==> config.mk <==
export PLATFORM = sky130hd
export DESIGN_NAME = mtx_arb_flat
export DESIGN_NICKNAME = d
export VERILOG_FILES = /design/src/rtl/mtx_arb_if.sv /design/src/rtl/mtx_arb.sv /design/src/flat_wrapper.sv
export SDC_FILE = /design/constraint.sdc
export NUM_CORES = 1
export LEC_CHECK = 0
export ABC_AREA = 1
export CAP_MARGIN = 20
export CELL_PAD_IN_SITES_DETAIL_PLACEMENT = 2
export CELL_PAD_IN_SITES_GLOBAL_PLACEMENT = 2
export CORE_AREA = 2 2 457 459
export CTS_CLUSTER_DIAMETER = 120
export DETAILED_ROUTE_END_ITERATION = 12
export DIE_AREA = 0 0 459 461
export PLACE_DENSITY_LB_ADDON = 0.1
export SLEW_MARGIN = 15
export SYNTH_ARGS = -nofsm -noshare
export SYNTH_HDL_FRONTEND = slang
export SYNTH_SLANG_ARGS = --single-unit
==> constraint.sdc <==
create_clock -name sys_clk -period 7.1 [get_ports sys_clk]
set_input_delay 0.71 -clock sys_clk [delete_from_list [all_inputs] [get_ports sys_clk]]
set_output_delay 0.71 -clock sys_clk [all_outputs]
set_load 0.02 [all_outputs]
==> src/rtl/mtx_arb_if.sv <==
// mtx_arb_if -- handshake bundle between the requesting channels, the
// matrix arbiter and the shared downstream port.
//
//   in_valid  [NUM_CH]             per-channel beat valid
//   in_last   [NUM_CH]             per-channel last beat of packet
//   in_data   [NUM_CH*DATA_WIDTH]  channel i at [i*DATA_WIDTH +: DATA_WIDTH]
//   in_ready  [NUM_CH]             per-channel accept (at most one bit high)
//   out_valid / out_last / out_data / out_ch   shared port, granted channel
//   out_ready                      downstream accept
//
// slave modport  : arbiter view.
// master modport : view of the environment driving channels and downstream.
interface mtx_arb_if #(
    parameter int NUM_CH     = 32,
    parameter int DATA_WIDTH = 32
);
    localparam int CH_W = $clog2(NUM_CH);

    logic [NUM_CH-1:0]            in_valid;
    logic [NUM_CH-1:0]            in_last;
    logic [NUM_CH*DATA_WIDTH-1:0] in_data;
    logic [NUM_CH-1:0]            in_ready;
    logic                         out_valid;
    logic                         out_last;
    logic [DATA_WIDTH-1:0]        out_data;
    logic [CH_W-1:0]              out_ch;
    logic                         out_ready;

    modport slave (
        input  in_valid, in_last, in_data, out_ready,
        output in_ready, out_valid, out_last, out_data, out_ch
    );

    modport master (
        output in_valid, in_last, in_data, out_ready,
        input  in_ready, out_valid, out_last, out_data, out_ch
    );
endinterface

==> src/rtl/mtx_arb.sv <==
// mtx_arb -- packet-locked matrix arbiter.
//
// Arbitrates NUM_CH requesting channels onto one shared port. In IDLE the
// winner is chosen round-robin from rr_ptr (or lowest index when
// test_mode_en is high); the grant is then held in LOCKED, passing beats
// through combinationally, until a transfer with out_last. One IDLE bubble
// separates packets.
//
// Ports:
//   sys_clk       clock, rising edge
//   sys_rst       asynchronous active-high reset
//   test_mode_en  fixed priority (lowest index wins) when high
//   bus           mtx_arb_if.slave handshake bundle
//   busy          high while LOCKED
//   wdog_err      sticky watchdog timeout flag
//
// Build option: define MTX_ARB_WATCHDOG_EN to enable the stall watchdog
// (WDOG_CYCLES consecutive LOCKED cycles without a transfer abort the
// grant and set wdog_err). Without it wdog_err is tied low.
module mtx_arb #(
    parameter int NUM_CH      = 32,
    parameter int DATA_WIDTH  = 32,
    parameter int WDOG_CYCLES = 255
) (
    input  logic         sys_clk,
    input  logic         sys_rst,
    input  logic         test_mode_en,
    mtx_arb_if.slave     bus,
    output logic         busy,
    output logic         wdog_err
);
    localparam int CH_W = $clog2(NUM_CH);

    localparam logic [0:0] IDLE   = 1'b0;
    localparam logic [0:0] LOCKED = 1'b1;

    if (NUM_CH < 2 || NUM_CH > 32) begin : g_bad_num_ch
        $error("mtx_arb: NUM_CH out of range");
    end
    if (WDOG_CYCLES < 1 || WDOG_CYCLES > 65535) begin : g_bad_wdog
        $error("mtx_arb: WDOG_CYCLES out of range");
    end

    logic [0:0]            state_q;
    logic [CH_W-1:0]       gnt_q;
    logic [CH_W-1:0]       rr_ptr_q;
    logic [CH_W-1:0]       winner;
    logic [CH_W-1:0]       next_ptr;
    logic [NUM_CH-1:0]     gnt_mask;
    logic [DATA_WIDTH-1:0] sel_data;
    logic                  locked;
    logic                  any_req;
    logic                  sel_valid;
    logic                  sel_last;
    logic                  xfer;
    logic                  wdog_fire;

    assign locked    = (state_q == LOCKED);
    assign any_req   = |bus.in_valid;
    assign sel_valid = bus.in_valid[gnt_q];
    assign sel_last  = bus.in_last[gnt_q];
    assign xfer      = locked && sel_valid && bus.out_ready;
    assign next_ptr  = (gnt_q == CH_W'(NUM_CH - 1)) ? '0 : gnt_q + 1'b1;

    // Winner selection: scan from rr_ptr upward with explicit wrap so that
    // non-power-of-two NUM_CH never indexes past the last channel.
    always_comb begin
        logic        found;
        int unsigned idx;
        winner = '0;
        found  = 1'b0;
        idx    = 0;
        if (test_mode_en) begin
            for (int unsigned i = 0; i < NUM_CH; i++) begin
                if (!found && bus.in_valid[i]) begin
                    winner = CH_W'(i);
                    found  = 1'b1;
                end
            end
        end else begin
            for (int unsigned k = 0; k < NUM_CH; k++) begin
                idx = 32'(rr_ptr_q) + k;
                if (idx >= NUM_CH) begin
                    idx = idx - NUM_CH;
                end
                if (!found && bus.in_valid[idx[CH_W-1:0]]) begin
                    winner = idx[CH_W-1:0];
                    found  = 1'b1;
                end
            end
        end
    end

    always_comb begin
        gnt_mask = '0;
        sel_data = '0;
        for (int unsigned i = 0; i < NUM_CH; i++) begin
            if (gnt_q == CH_W'(i)) begin
                gnt_mask[i] = locked;
                sel_data    = bus.in_data[i*DATA_WIDTH +: DATA_WIDTH];
            end
        end
    end

`ifdef MTX_ARB_WATCHDOG_EN
    logic [15:0] wdog_cnt_q;
    logic        wdog_err_q;

    // Fires on the stall cycle that would bring the count to WDOG_CYCLES.
    assign wdog_fire = locked && !xfer && (wdog_cnt_q == 16'(WDOG_CYCLES - 1));

    always_ff @(posedge sys_clk or posedge sys_rst) begin
        if (sys_rst) begin
            wdog_cnt_q <= '0;
            wdog_err_q <= 1'b0;
        end else begin
            if (!locked || xfer || wdog_fire) begin
                wdog_cnt_q <= '0;
            end else begin
                wdog_cnt_q <= wdog_cnt_q + 1'b1;
            end
            if (wdog_fire) begin
                wdog_err_q <= 1'b1;
            end
        end
    end

    assign wdog_err = wdog_err_q;
`else
    assign wdog_fire = 1'b0;
    assign wdog_err  = 1'b0;
`endif

    always_ff @(posedge sys_clk or posedge sys_rst) begin
        if (sys_rst) begin
            state_q  <= IDLE;
            gnt_q    <= '0;
            rr_ptr_q <= '0;
        end else begin
            case (state_q)
                IDLE: begin
                    if (any_req) begin
                        state_q <= LOCKED;
                        gnt_q   <= winner;
                    end
                end
                default: begin
                    if ((xfer && sel_last) || wdog_fire) begin
                        state_q  <= IDLE;
                        rr_ptr_q <= next_ptr;
                    end
                end
            endcase
        end
    end

    assign bus.out_valid = locked && sel_valid;
    assign bus.out_last  = locked && sel_last;
    assign bus.out_data  = locked ? sel_data : '0;
    assign bus.out_ch    = gnt_q;
    assign bus.in_ready  = gnt_mask & {NUM_CH{bus.out_ready}};
    assign busy          = locked;
endmodule

==> src/flat_wrapper.sv <==
// flat-port wrapper written by rule: the top's interface ports become plain ports
module mtx_arb_flat 
#(
    parameter int NUM_CH      = 32,
    parameter int DATA_WIDTH  = 32,
    parameter int WDOG_CYCLES = 255
)
  (sys_clk, sys_rst, test_mode_en, busy, wdog_err, bus_in_valid, bus_in_last, bus_in_data, bus_out_ready, bus_in_ready, bus_out_valid, bus_out_last, bus_out_data, bus_out_ch);
  mtx_arb_if #(.NUM_CH(NUM_CH), .DATA_WIDTH(DATA_WIDTH)) bus_i ();
  input  logic sys_clk;
  input  logic sys_rst;
  input  logic test_mode_en;
  output logic busy;
  output logic wdog_err;
  input wire logic [$bits(bus_i.in_valid)-1:0] bus_in_valid;
  input wire logic [$bits(bus_i.in_last)-1:0] bus_in_last;
  input wire logic [$bits(bus_i.in_data)-1:0] bus_in_data;
  input wire logic [$bits(bus_i.out_ready)-1:0] bus_out_ready;
  output wire logic [$bits(bus_i.in_ready)-1:0] bus_in_ready;
  output wire logic [$bits(bus_i.out_valid)-1:0] bus_out_valid;
  output wire logic [$bits(bus_i.out_last)-1:0] bus_out_last;
  output wire logic [$bits(bus_i.out_data)-1:0] bus_out_data;
  output wire logic [$bits(bus_i.out_ch)-1:0] bus_out_ch;
  assign bus_i.in_valid = bus_in_valid;
  assign bus_i.in_last = bus_in_last;
  assign bus_i.in_data = bus_in_data;
  assign bus_i.out_ready = bus_out_ready;
  assign bus_in_ready = bus_i.in_ready;
  assign bus_out_valid = bus_i.out_valid;
  assign bus_out_last = bus_i.out_last;
  assign bus_out_data = bus_i.out_data;
  assign bus_out_ch = bus_i.out_ch;
  mtx_arb #(.NUM_CH(NUM_CH), .DATA_WIDTH(DATA_WIDTH), .WDOG_CYCLES(WDOG_CYCLES)) u_core (.sys_clk(sys_clk), .sys_rst(sys_rst), .test_mode_en(test_mode_en), .bus(bus_i), .busy(busy), .wdog_err(wdog_err));
endmodule
==> qor_table.md <==
| Step | Item | This run |
|:---|:---|:---|
| run status | Outcome | finished clean |
| synthesis | Async set-reset flop share out of synthesis | 1.00 |
| finish | Number of filler instances in the final layout | 25,077 |
| timing | Part of the cycle the worst path needs | 0.931 |
| drt | Count of antenna-violating nets left after detailed routing | 0 |
| power | Maximum vdd drop | 0.443 mV |
| global routing | Overall routing resource usage | 0.191 |
| drt | # DRC | 0 |
| die | Number of ports placed on the die boundary | 1,165 |
| global routing | Vias in the first global route | 30,955 |
| synthesis | Primary flip-flop cell chosen by synthesis mapping | dfrtp_1 |
| die | X dimension of the die | 459 um |
| synthesis | Most frequent cells after synthesis | nand2_1 (1,146), nand3_1 (627), nor2_1 (336) |
| critical path | Worst R2R Start | u_core.rr_ptr_q[2]$_DFFE_PP0P_ |
| finish | Core utilization of the finished layout | 0.158 |
| critical path | Classification of the worst setup path | reg2out |
| synthesis | Number of register bits inferred by synthesis | 11 |
| critical path | Most repeated library cell on the critical path | nand3_1 |
| critical path | Worst R2R Setup Slack | 1.27 ns |
| critical path | WP data required | 6.39 ns |
| synthesis | Top cell type by total area after synthesis | nand2_1 |
| die | Floorplan die area | 212,000 um^2 |
| worst hold path | Hold path endpoint | u_core.bus.out_ch[2]$_DFFE_PP0P_ |
| finish | Post-Layout Inst Area | 32,500 um^2 |
| critical path | Slowest stage cell on the critical path | inv_1 |
| clock tree | Clock transition at the registers of the reported paths | 0.05 ns |
| timing | Final sum of negative setup slack | 0 ns |
| critical path | Cell depth of the worst flop-to-flop path | 25 |
| drt | Iteration-0 DRC Markers | 1,327 |
| clock tree | CTS buffer count | 3 |
| synthesis | Mapped Avg Cell Area | 4.70 um^2 |
| synthesis | Number of flops mapped to enable cells by yosys | 0 |
| synthesis | Post-synth net total | 4,752 |
| clock tree | Number of H-tree levels | 1 |
| drt | Routed wire length | 214 mm |
| timing | Fin. max-slew vios | 0 |
| timing | Actual slew at the worst max-slew pin | 0.986 ns |
| worst hold path | Type of the tightest min-delay check | reg2reg |
| finish | Fraction of layout instances using a drive strength above 1 | 0.110 |
| timing | Final hold viol count | 0 |
| critical path | Worst-path fanout max | 23 |
| power | Power per Cell Area | 424 nW/um^2 |
| finish | Synthesis-to-finish area growth | 90.1% |
| global routing | Pin count of the biggest net entering global routing | 64 |
| global routing | Wire length of the first global-routing pass | 279 mm |
| clock tree | Buffer depth of the longest clock path | 2 |
| synthesis | Yosys Warn Count | 0 |
| place | Estimated wirelength of the detail-placed design | 186 mm |
| synthesis | Sequential share of the synthesized area | 0.0161 |
| drt | Via count of the routed design | 29,158 |
| clock tree | Root buf cell | clkbuf_16 |
| synthesis | Total standard cell area after synthesis | 17,100 um^2 |
| power | Leakage power of the design | 0.0135 uW |
| timing | Clock tree skew after final layout | 0.00486 ns |
| synthesis | Cells taking the most area after synthesis | nand2_1 (25%), nand3_1 (18%), or2_2 (10%), nor2_1 (7.4%), o21ai_0 (7.2%) |
| critical path | Critical path startpoint category | register |
| drt | Avg WL per Cell | 28.7 um |
| clock tree | Post-cts hold buffer count | 0 |
| critical path | Sum of buffers and inverters on the critical path | 7 |
| synthesis | Library cell with the highest instance count after synthesis | nand2_1 |
| flow run | Count of max-cap constraint violations | 0 |
| worst hold path | Min-Delay Path Depth | 3 |
| timing | Unrepaired setup endpoints after global routing | true |
| critical path | Category of cells accounting for the largest share of critical-path delay | buffers and inverters |
| timing | Setup violations, final | 0 |
| clock tree | Clock tree from TritonCTS | done |
| synthesis | Top cell type's share of synthesized area | 0.251 |
| critical path | Type of destination of the critical path | output port |
| critical path | Reg2reg end | u_core.bus.out_ch[0]$_DFFE_PP0P_ |
| place | Placement Cell Area | 32,400 um^2 |
| die | Core area | 206,000 um^2 |
| clock tree | Clock latency on the worst-skew pair | 0.25 ns |
| finish | Post-layout net count | 5,821 |
| drt | Post-DR vias/cell | 3.92 |
| timing | Max-slew headroom at the worst pin | 0.343 |
| die | Cell row count | 167 |
| die | Starting density of the core | 0.0829 |
| critical path | Arrival time worst endpoint | 5.90 ns |
| place | Final weighted congestion in routability-driven placement | 0.854 |
| global routing | Global route overflow | 0 |
| clock tree | Clk sinks | 11 |
| timing | Shortest period the worst path allows | 6.61 ns |
| drt | DR pass1 iterations | 4 |
| worst hold path | Critical hold path startpoint | u_core.bus.out_ch[2]$_DFFE_PP0P_ |
| global routing | Initial antenna violation count | 152 |
| timing | Achievable clock frequency | 0.151 GHz |
| synthesis | Number of library cell types mapped by synthesis | 62 |
| die | Die boundary height | 461 um |
| place | Number of I/O port buffers | 1,163 |
| critical path | Maximum cell stage delay along the critical path | 0.67 ns |
| synthesis | Gate count of the mapped netlist | 3,642 |
==> through the flow <==
stage	std cells	total power (uW)	setup slack (ns)	hold slack (ns)
3_5_place_dp	7410	14200	0.313	0.638
4_1_cts	7414	14400	0.0358	0.651
3_3_place_gp	7410	14100	0.397	0.637
6_report	7445	13800	0.490	0.660
2_1_floorplan	3642	7170	2.02	0.562
5_1_grt	7428	15400	-0.0169	0.720
==> logic make-up after synthesis <==
family | Yosys count | share of synthesized area
AND/OR/NAND/NOR | 2526 | 0.668
buffers and inverters | 553 | 0.126
AO/OA/AOI/OAI | 504 | 0.159
adder cells (fa/ha/maj) | 18 | 0.0132
XOR/XNOR | 16 | 0.00994
multiplexers | 13 | 0.00760
flip-flops | 11 | 0.0161
other | 1 | 0.000219
==> power by group <==
part	total [uW]	leakage (uW)	switching, uW	internal (uW)
clock network	111	0.0000383	35.3	76.1
logic	13500	0.0133	9300	4230
registers	166	0.000132	73.4	92.8
total	13800	0.0135	9410	4400
==> state kept, by name, summed over array words and instances, names as in the netlist <==
register	cells
u_core.rr_ptr_q	5
u_core.bus.out_ch	5
u_core.busy	1
==> repair_timing <==
action	4_1_cts	5_1_grt
resized for setup	0	5
hold endpoints to repair	0	0
buffers inserted	0	0
setup endpoints to repair	0	14
==> layout make-up <==
cell class / instances / area [um^2] / share of cell area
diodes: 31 / 77.6 / 0.00238
clock buffers: 4 / 78.8 / 0.00242
inverters: 319 / 1200 / 0.0369
multi-input cells: 3078 / 14800 / 0.455
flip-flops and latches: 11 / 279 / 0.00857
well taps: 2704 / 3380 / 0.104
repair buffers: 1298 / 12700 / 0.391
==> worst max path at each step <==
stage,start,end,slack (ns),depth (start not counted)
floorplan,u_core.bus.out_ch[0]$_DFFE_PP0P_,bus_out_data[5],2.02,37
global placement,u_core.bus.out_ch[2]$_DFFE_PP0P_,bus_out_data[7],0.40,34
detailed placement,u_core.bus.out_ch[0]$_DFFE_PP0P_,bus_out_data[7],0.31,34
CTS,u_core.bus.out_ch[3]$_DFFE_PP0P_,bus_out_data[7],0.04,33
global route,u_core.bus.out_ch[0]$_DFFE_PP0P_,bus_out_data[21],-0.02,36
finish,u_core.bus.out_ch[2]$_DFFE_PP0P_,bus_out_data[13],0.49,30
==> cells in the final DEF (no fill, tap or decap), types with 19 or more instances in the layout <==
| cell type | Yosys | layout |
|---|---|---|
| o21ai_1 | 40 | 40 |
| diode_2 | 0 | 31 |
| inv_2 | 12 | 19 |
| nand4_1 | 54 | 54 |
| nand2_1 | 1146 | 1139 |
| clkdlybuf4s50_1 | 0 | 1148 |
| nor2_1 | 336 | 335 |
| or2_2 | 278 | 278 |
| inv_1 | 296 | 289 |
| nand3_1 | 627 | 625 |
| a21oi_1 | 140 | 140 |
| buf_4 | 3 | 142 |
| o21ai_0 | 246 | 246 |
==> tightest hold or removal path: cells and delay by family (launching register included) <==
family	cells	cell delay, ns
buffers and inverters	1	0.16
flip-flops	1	0.35
AND/OR/NAND/NOR	2	0.12
==> layer usage <==
layer  vias up  wire, um  GRT usage
li1      13956         -          -
met1     13949     87400      0.222
met2       873    111000      0.361
met3       286     11600     0.0430
met4        94      3570     0.0241
met5         -       583          0
No activity file was read; power rests on OpenSTA's default activity.
